`config.mk`:
```
export PLATFORM = sky130hd
export DESIGN_NAME = ioac_ins_loader
export DESIGN_NICKNAME = d
export VERILOG_FILES = /design/src/rtl/ioac_ins_loader.sv
export SDC_FILE = /design/constraint.sdc
export NUM_CORES = 1
export LEC_CHECK = 0
export CAP_MARGIN = 20
export CORE_ASPECT_RATIO = 0.75
export CORE_MARGIN = 4
export CORE_UTILIZATION = 55
export DETAILED_ROUTE_END_ITERATION = 10
export GPL_TIMING_DRIVEN = 0
export PLACE_DENSITY = 0.81
export SETUP_SLACK_MARGIN = 0.1
export SYNTH_ARGS = -nofsm -noshare
export SYNTH_HDL_FRONTEND = slang
export SYNTH_SLANG_ARGS = --single-unit
```
`constraint.sdc`:
```
create_clock -name Clk -period 9.7 [get_ports Clk]
set_clock_uncertainty 0.2 [all_clocks]
set_input_delay 2.91 -clock Clk [delete_from_list [all_inputs] [get_ports Clk]]
set_output_delay 2.91 -clock Clk [all_outputs]
set_load 0.01 [all_outputs]
```
`src/rtl/ioac_ins_loader.sv`:
```
// Instruction loader: buffers bytes pushed by the I/O access controller in a
// small FIFO and writes them sequentially into program memory using a
// request/acknowledge handshake. Reports remaining load capacity on IPP.
module ioac_ins_loader #(
  parameter int unsigned AW    = 8,
  parameter int unsigned DEPTH = 4
) (
  input  logic          Clk,
  input  logic          Rst,
  input  logic [7:0]    InsByte,
  input  logic          GiveIns,
  input  logic          Clear,
  output logic          MemWr,
  output logic [AW-1:0] MemAddr,
  output logic [7:0]    MemData,
  input  logic          MemAck,
  output logic [3:0]    IPP,
  output logic          Full,
  output logic          Overflow,
  output logic          Busy,
  output logic [AW:0]   WrCount
);

  localparam int unsigned PW  = $clog2(DEPTH);
  localparam int unsigned CW  = $clog2(DEPTH + 1);
  localparam int unsigned SW0 = (AW + 1 > CW) ? AW + 1 : CW;
  localparam int unsigned SW  = (SW0 > 5) ? SW0 : 5;

  localparam logic [AW:0]   CAP     = {1'b1, {AW{1'b0}}};
  localparam logic [CW-1:0] DEPTH_C = CW'(DEPTH);

  typedef enum logic {
    ST_IDLE,
    ST_WRITE
  } state_e;

  state_e          state_q, state_d;
  logic [7:0]      mem_q [DEPTH];
  logic [PW-1:0]   rd_ptr_q, rd_ptr_d;
  logic [PW-1:0]   wr_ptr_q, wr_ptr_d;
  logic [CW-1:0]   count_q, count_d;
  logic [AW:0]     acc_q, acc_d;
  logic [AW:0]     wraddr_q, wraddr_d;
  logic            ovf_q, ovf_d;

  logic [SW-1:0]   mem_room, fifo_room, space;
  logic            push, pop;

  // Load capacity: limited by both the remaining memory and the FIFO room.
  always_comb begin
    mem_room  = SW'(CAP - acc_q);
    fifo_room = SW'(DEPTH_C - count_q);
    space     = (mem_room < fifo_room) ? mem_room : fifo_room;
    IPP       = (space > SW'(15)) ? 4'd15 : space[3:0];
    Full      = (acc_q == CAP);
  end

  // Push/pop decisions and next values of the FIFO bookkeeping registers.
  always_comb begin
    push     = GiveIns & (space != '0) & ~Clear;
    pop      = (state_q == ST_WRITE) & MemAck & ~Clear;
    rd_ptr_d = rd_ptr_q;
    wr_ptr_d = wr_ptr_q;
    count_d  = count_q;
    acc_d    = acc_q;
    wraddr_d = wraddr_q;
    ovf_d    = ovf_q;
    if (Clear) begin
      rd_ptr_d = '0;
      wr_ptr_d = '0;
      count_d  = '0;
      acc_d    = '0;
      wraddr_d = '0;
      ovf_d    = 1'b0;
    end else begin
      if (GiveIns && space == '0) ovf_d = 1'b1;
      if (push) begin
        wr_ptr_d = wr_ptr_q + PW'(1);
        acc_d    = acc_q + (AW+1)'(1);
      end
      if (pop) begin
        rd_ptr_d = rd_ptr_q + PW'(1);
        wraddr_d = wraddr_q + (AW+1)'(1);
      end
      count_d = count_q + CW'(push) - CW'(pop);
    end
  end

  // Bookkeeping registers, cleared asynchronously on Rst.
  always_ff @(posedge Clk or posedge Rst) begin
    if (Rst) begin
      rd_ptr_q <= '0;
      wr_ptr_q <= '0;
      count_q  <= '0;
      acc_q    <= '0;
      wraddr_q <= '0;
      ovf_q    <= 1'b0;
    end else begin
      rd_ptr_q <= rd_ptr_d;
      wr_ptr_q <= wr_ptr_d;
      count_q  <= count_d;
      acc_q    <= acc_d;
      wraddr_q <= wraddr_d;
      ovf_q    <= ovf_d;
    end
  end

  // FIFO storage; contents need no reset since reads are gated by count.
  always_ff @(posedge Clk) begin
    if (push) mem_q[wr_ptr_q] <= InsByte;
  end

  // FSM state register.
  always_ff @(posedge Clk or posedge Rst) begin
    if (Rst) state_q <= ST_IDLE;
    else     state_q <= state_d;
  end

  // FSM next state: the decision uses the post-edge count so a push in IDLE
  // raises MemWr on the very next cycle, and a same-cycle push keeps WRITE.
  always_comb begin
    state_d = state_q;
    case (state_q)
      ST_IDLE:  if (count_d != '0) state_d = ST_WRITE;
      ST_WRITE: if (pop && count_d == '0) state_d = ST_IDLE;
      default:  state_d = ST_IDLE;
    endcase
    if (Clear) state_d = ST_IDLE;
  end

  // FSM outputs: memory port and status.
  always_comb begin
    MemWr    = (state_q == ST_WRITE);
    MemAddr  = wraddr_q[AW-1:0];
    MemData  = MemWr ? mem_q[rd_ptr_q] : '0;
    Busy     = MemWr | (count_q != '0);
    Overflow = ovf_q;
    WrCount  = wraddr_q;
  end

endmodule

```
==> run_results.csv <==
group,metric,value,unit
placed_design,io_buffer_count,45,
floorplan,die_y,73.5,um
worst_setup_path,critPathKind,"reg2out",
floorplan,die_w,95.4,um
floorplan,initial_core_util,0.579,
global_routing,grt_max_degree,28,
worst_setup_path,r2r_slack,4.79,ns
worst_setup_path,cp-startpoint,"acc_q[0]",
final_layout,fin_nets,361,
synth,synth_top_family_by_area,"simple AND/OR/NAND/NOR gates",
global_routing,grt_pass1_vias,2068,
synth,syn_area,3150,um^2
cts,clkSlewWorstSetupHoldPaths,0.07,ns
final_layout,diodes,0,
run,cap_violations,0,
floorplan,io_pins,46,
placed_design,gp_congestion,0.794,
cts,clk_latency,0.34,ns
worst_setup_path,reg2reg_to,"MemWr",
final_layout,area_delta_synth_final,25.8,%
power,combPwrFrac,0.491,
drt,drc,0,
global_routing,grt_overflow,0,
drt,routedWlPerCell,15.3,um
global_routing,antenna_found_initial,0,
timing,worstMarginPinSlew,0.806,ns
power,p_sw_frac,0.351,
drt,vias,2246,
synth,yosys_warnings,0,
cts,cts_made_buffers,9,
power,p_leak,0.00157,uW
placed_design,dp_hpwl,4.47,mm
worst_setup_path,cp.required,6.59,ns
global_routing,grt_pass1_wl,9.90,mm
floorplan,core,5440,um^2
timing,rsz0062_at_grt,"false",
synth,syn_inst,272,
timing,fmax,148,MHz
worst_setup_path,r2r_start,"acc_q[0]",
run_status,outcome,"complete, no violations",
timing,fin_crit,6.77,ns
cts,cts_root_buffer,"clkbuf_8",
cts,cts.sinks,59,
worst_setup_path,crit_end,"IPP[3]",
drt,top_layer_used,"met4",
timing,hold_viol,0,
worst_hold_path,worstHoldPathType,"reg2reg",
final_layout,final_cell_mix,"clkdlybuf4s50_1 (45), edfxtp_1 (32), dfrtp_1 (27)",
cts,clock_path_buffers,2,
cts,htree_levels,3,
cts,ctsResizeCount,0,
timing,setup_viol,0,
timing,period_share,0.698,
power,clkPwrFrac,0.228,
drt,firstDrtPassIters,4,
worst_setup_path,cp-end-kind,"primary output",
floorplan,num_rows,23,
synth,synth.avg_cell_area,11.6,um^2
synth,yosysSeqAreaShare,0.519,
synth,synth_nets,304,
drt,routed-wl-met2,3.05,mm
drt,wl,6.26,mm
drt,vias_per_cell,5.49,
power,switching_power,412,uW
synth,synth-seq-cells,59,
timing,fin_setup_tns,0,ns
power,p_per_area,296,nW/um^2
synth,synth-xor-area-share,0.0516,
drt,drt_iter0_drc,162,
timing,slew_viol_final,0,
final_layout,utilization,0.729,
final_layout,drive_above_1_share,0.114,
synth,yosys.area_share.adder,0.0842,
worst_setup_path,path_max_fanout,10,
global_routing,globalRouteTotalUtil,0.189,
final_layout,layout_commonest_cell,"clkdlybuf4s50_1",
cts,post_cts_buffers,0,
worst_setup_path,start_kind,"register",
cts,cts_tree,"built",
timing,relSlewSlack,0.462,
drt,m1WireLength,2.78,mm
power,vdd_ir_drop_max,0.141,mV
synth,synth_mux_area_frac,0.0715,
drt,postRouteAntennaNets,0,
worst_setup_path,worstPathArrival,3.66,ns
synth,synthSimpleGateAreaFrac,0.151,
synth,synth-compound-area-share,0.0647,
worst_setup_path,reg2reg_depth,19,
cts,cts_hold_buf,0,
floorplan,die_area,7020,um^2
power,intPower,761,uW
synth,yosysUniqueCellTypes,39,
drt,dr_wl_met3,364,um
power,seqPwrFrac,0.281,
==> metrics by stage <==
stage / total power [uW] / hold WS [ns] / instance area [um^2] / setup slack, ns / cells
after floorplan: 714 / 0.325 / 3150 / 4.03 / 272
after global placement: 879 / 0.280 / 3690 / 3.41 / 392
after detailed placement: 898 / 0.285 / 3690 / 3.42 / 392
after CTS: 1180 / 0.304 / 3940 / 2.91 / 408
after global routing: 1250 / 0.361 / 3960 / 2.71 / 409
final: 1170 / 0.296 / 3960 / 2.93 / 409
==> worst min path at each step <==
stage | to | cells after the start | startpoint
6_report | Overflow | 2 | Overflow
5_1_grt | Overflow | 2 | Overflow
3_3_place_gp | Overflow | 2 | Overflow
3_5_place_dp | Overflow | 2 | Overflow
4_1_cts | Overflow | 2 | Overflow
2_1_floorplan | acc_q[8] | 2 | acc_q[8]
==> sequential cells by signal, indices dropped and copies added (netlist names) <==
signal    cells
mem_q        32
WrCount       9
acc_q         9
count_q       3
rd_ptr_q      2
wr_ptr_q      2
MemWr         1
Overflow      1
==> synthesized netlist by cell type <==
cell type	count	share of area
xnor3_1	1	0.0071
or4b_1	1	0.0032
edfxtp_1	32	0.31
o31ai_1	5	0.012
mux2i_1	3	0.0095
or2_4	1	0.0028
xor2_1	8	0.022
or4_1	5	0.012
dfrtp_1	27	0.21
buf_6	1	0.0036
nand4_1	4	0.0079
clkbuf_1	8	0.0095
maj3_1	2	0.0064
and3_1	3	0.0060
or3_1	10	0.020
nand3_1	4	0.0064
inv_1	16	0.019
xnor2_1	8	0.022
nor3b_1	1	0.0024
nand2_1	16	0.019
o2111ai_1	1	0.0028
a31oi_1	1	0.0020
fa_1	1	0.0064
and2_1	13	0.026
ha_1	18	0.071
mux4_2	8	0.057
nor3_1	5	0.0079
o21ai_0	5	0.0079
o221a_1	1	0.0036
nor2_1	20	0.024
a21oi_1	19	0.030
buf_1	2	0.0024
nor2b_1	4	0.0079
mux2_4	1	0.0048
buf_2	1	0.0016
or2_2	1	0.0020
buf_4	9	0.021
nand2b_1	2	0.0040
o21ai_1	4	0.0064
==> worst max-delay path: stages (launching register included) <==
cell             delay (ns)
dfrtp_1                0.46
inv_1                  0.11
ha_1                   0.26
xnor2_1                0.26
ha_1                   0.30
a21oi_1                0.18
o21ai_0                0.14
maj3_1                 0.37
a21oi_1                0.15
o221a_1                0.21
buf_6                  0.14
o21ai_0                0.09
o21ai_0                0.09
clkdlybuf4s50_1        0.57
==> metal layers <==
layer	up-vias	track usage
met5	-	0
li1	1078	-
met1	1088	0.257
met4	0	0.0615
met2	69	0.299
met3	11	0.0522
==> area by class of cell <==
| type | count | area (um^2) |
|---|---|---|
| fillers | 372 | 1480 |
| plain buffers | 21 | 121 |
| inverters | 16 | 60.1 |
| well taps | 75 | 93.8 |
| repair buffers | 46 | 478 |
| clock inverters | 7 | 116 |
| flip-flops and latches | 59 | 1640 |
| multi-input cells | 176 | 1330 |
| clock buffers | 9 | 124 |
==> power by group through the flow <==
| stage | Clock (uW) | Sequential [uW] | Combinational, uW |
|---|---|---|---|
| 3_3_place_gp | 0 | 331 | 547 |
| 4_1_cts | 272 | 330 | 576 |
| 3_5_place_dp | 0 | 334 | 564 |
| 2_1_floorplan | 0 | 329 | 384 |
| 6_report | 268 | 330 | 576 |
| 5_1_grt | 284 | 334 | 635 |
==> cells by family after synthesis <==
| group | count (synthesis) |
|---|---|
| XOR/XNOR | 17 |
| buffers and inverters | 37 |
| adder cells (fa/ha/maj) | 21 |
| flip-flops | 59 |
| AO/OA/AOI/OAI | 36 |
| AND/OR/NAND/NOR | 90 |
| multiplexers | 12 |
No activity file was read; power rests on OpenSTA's default activity.
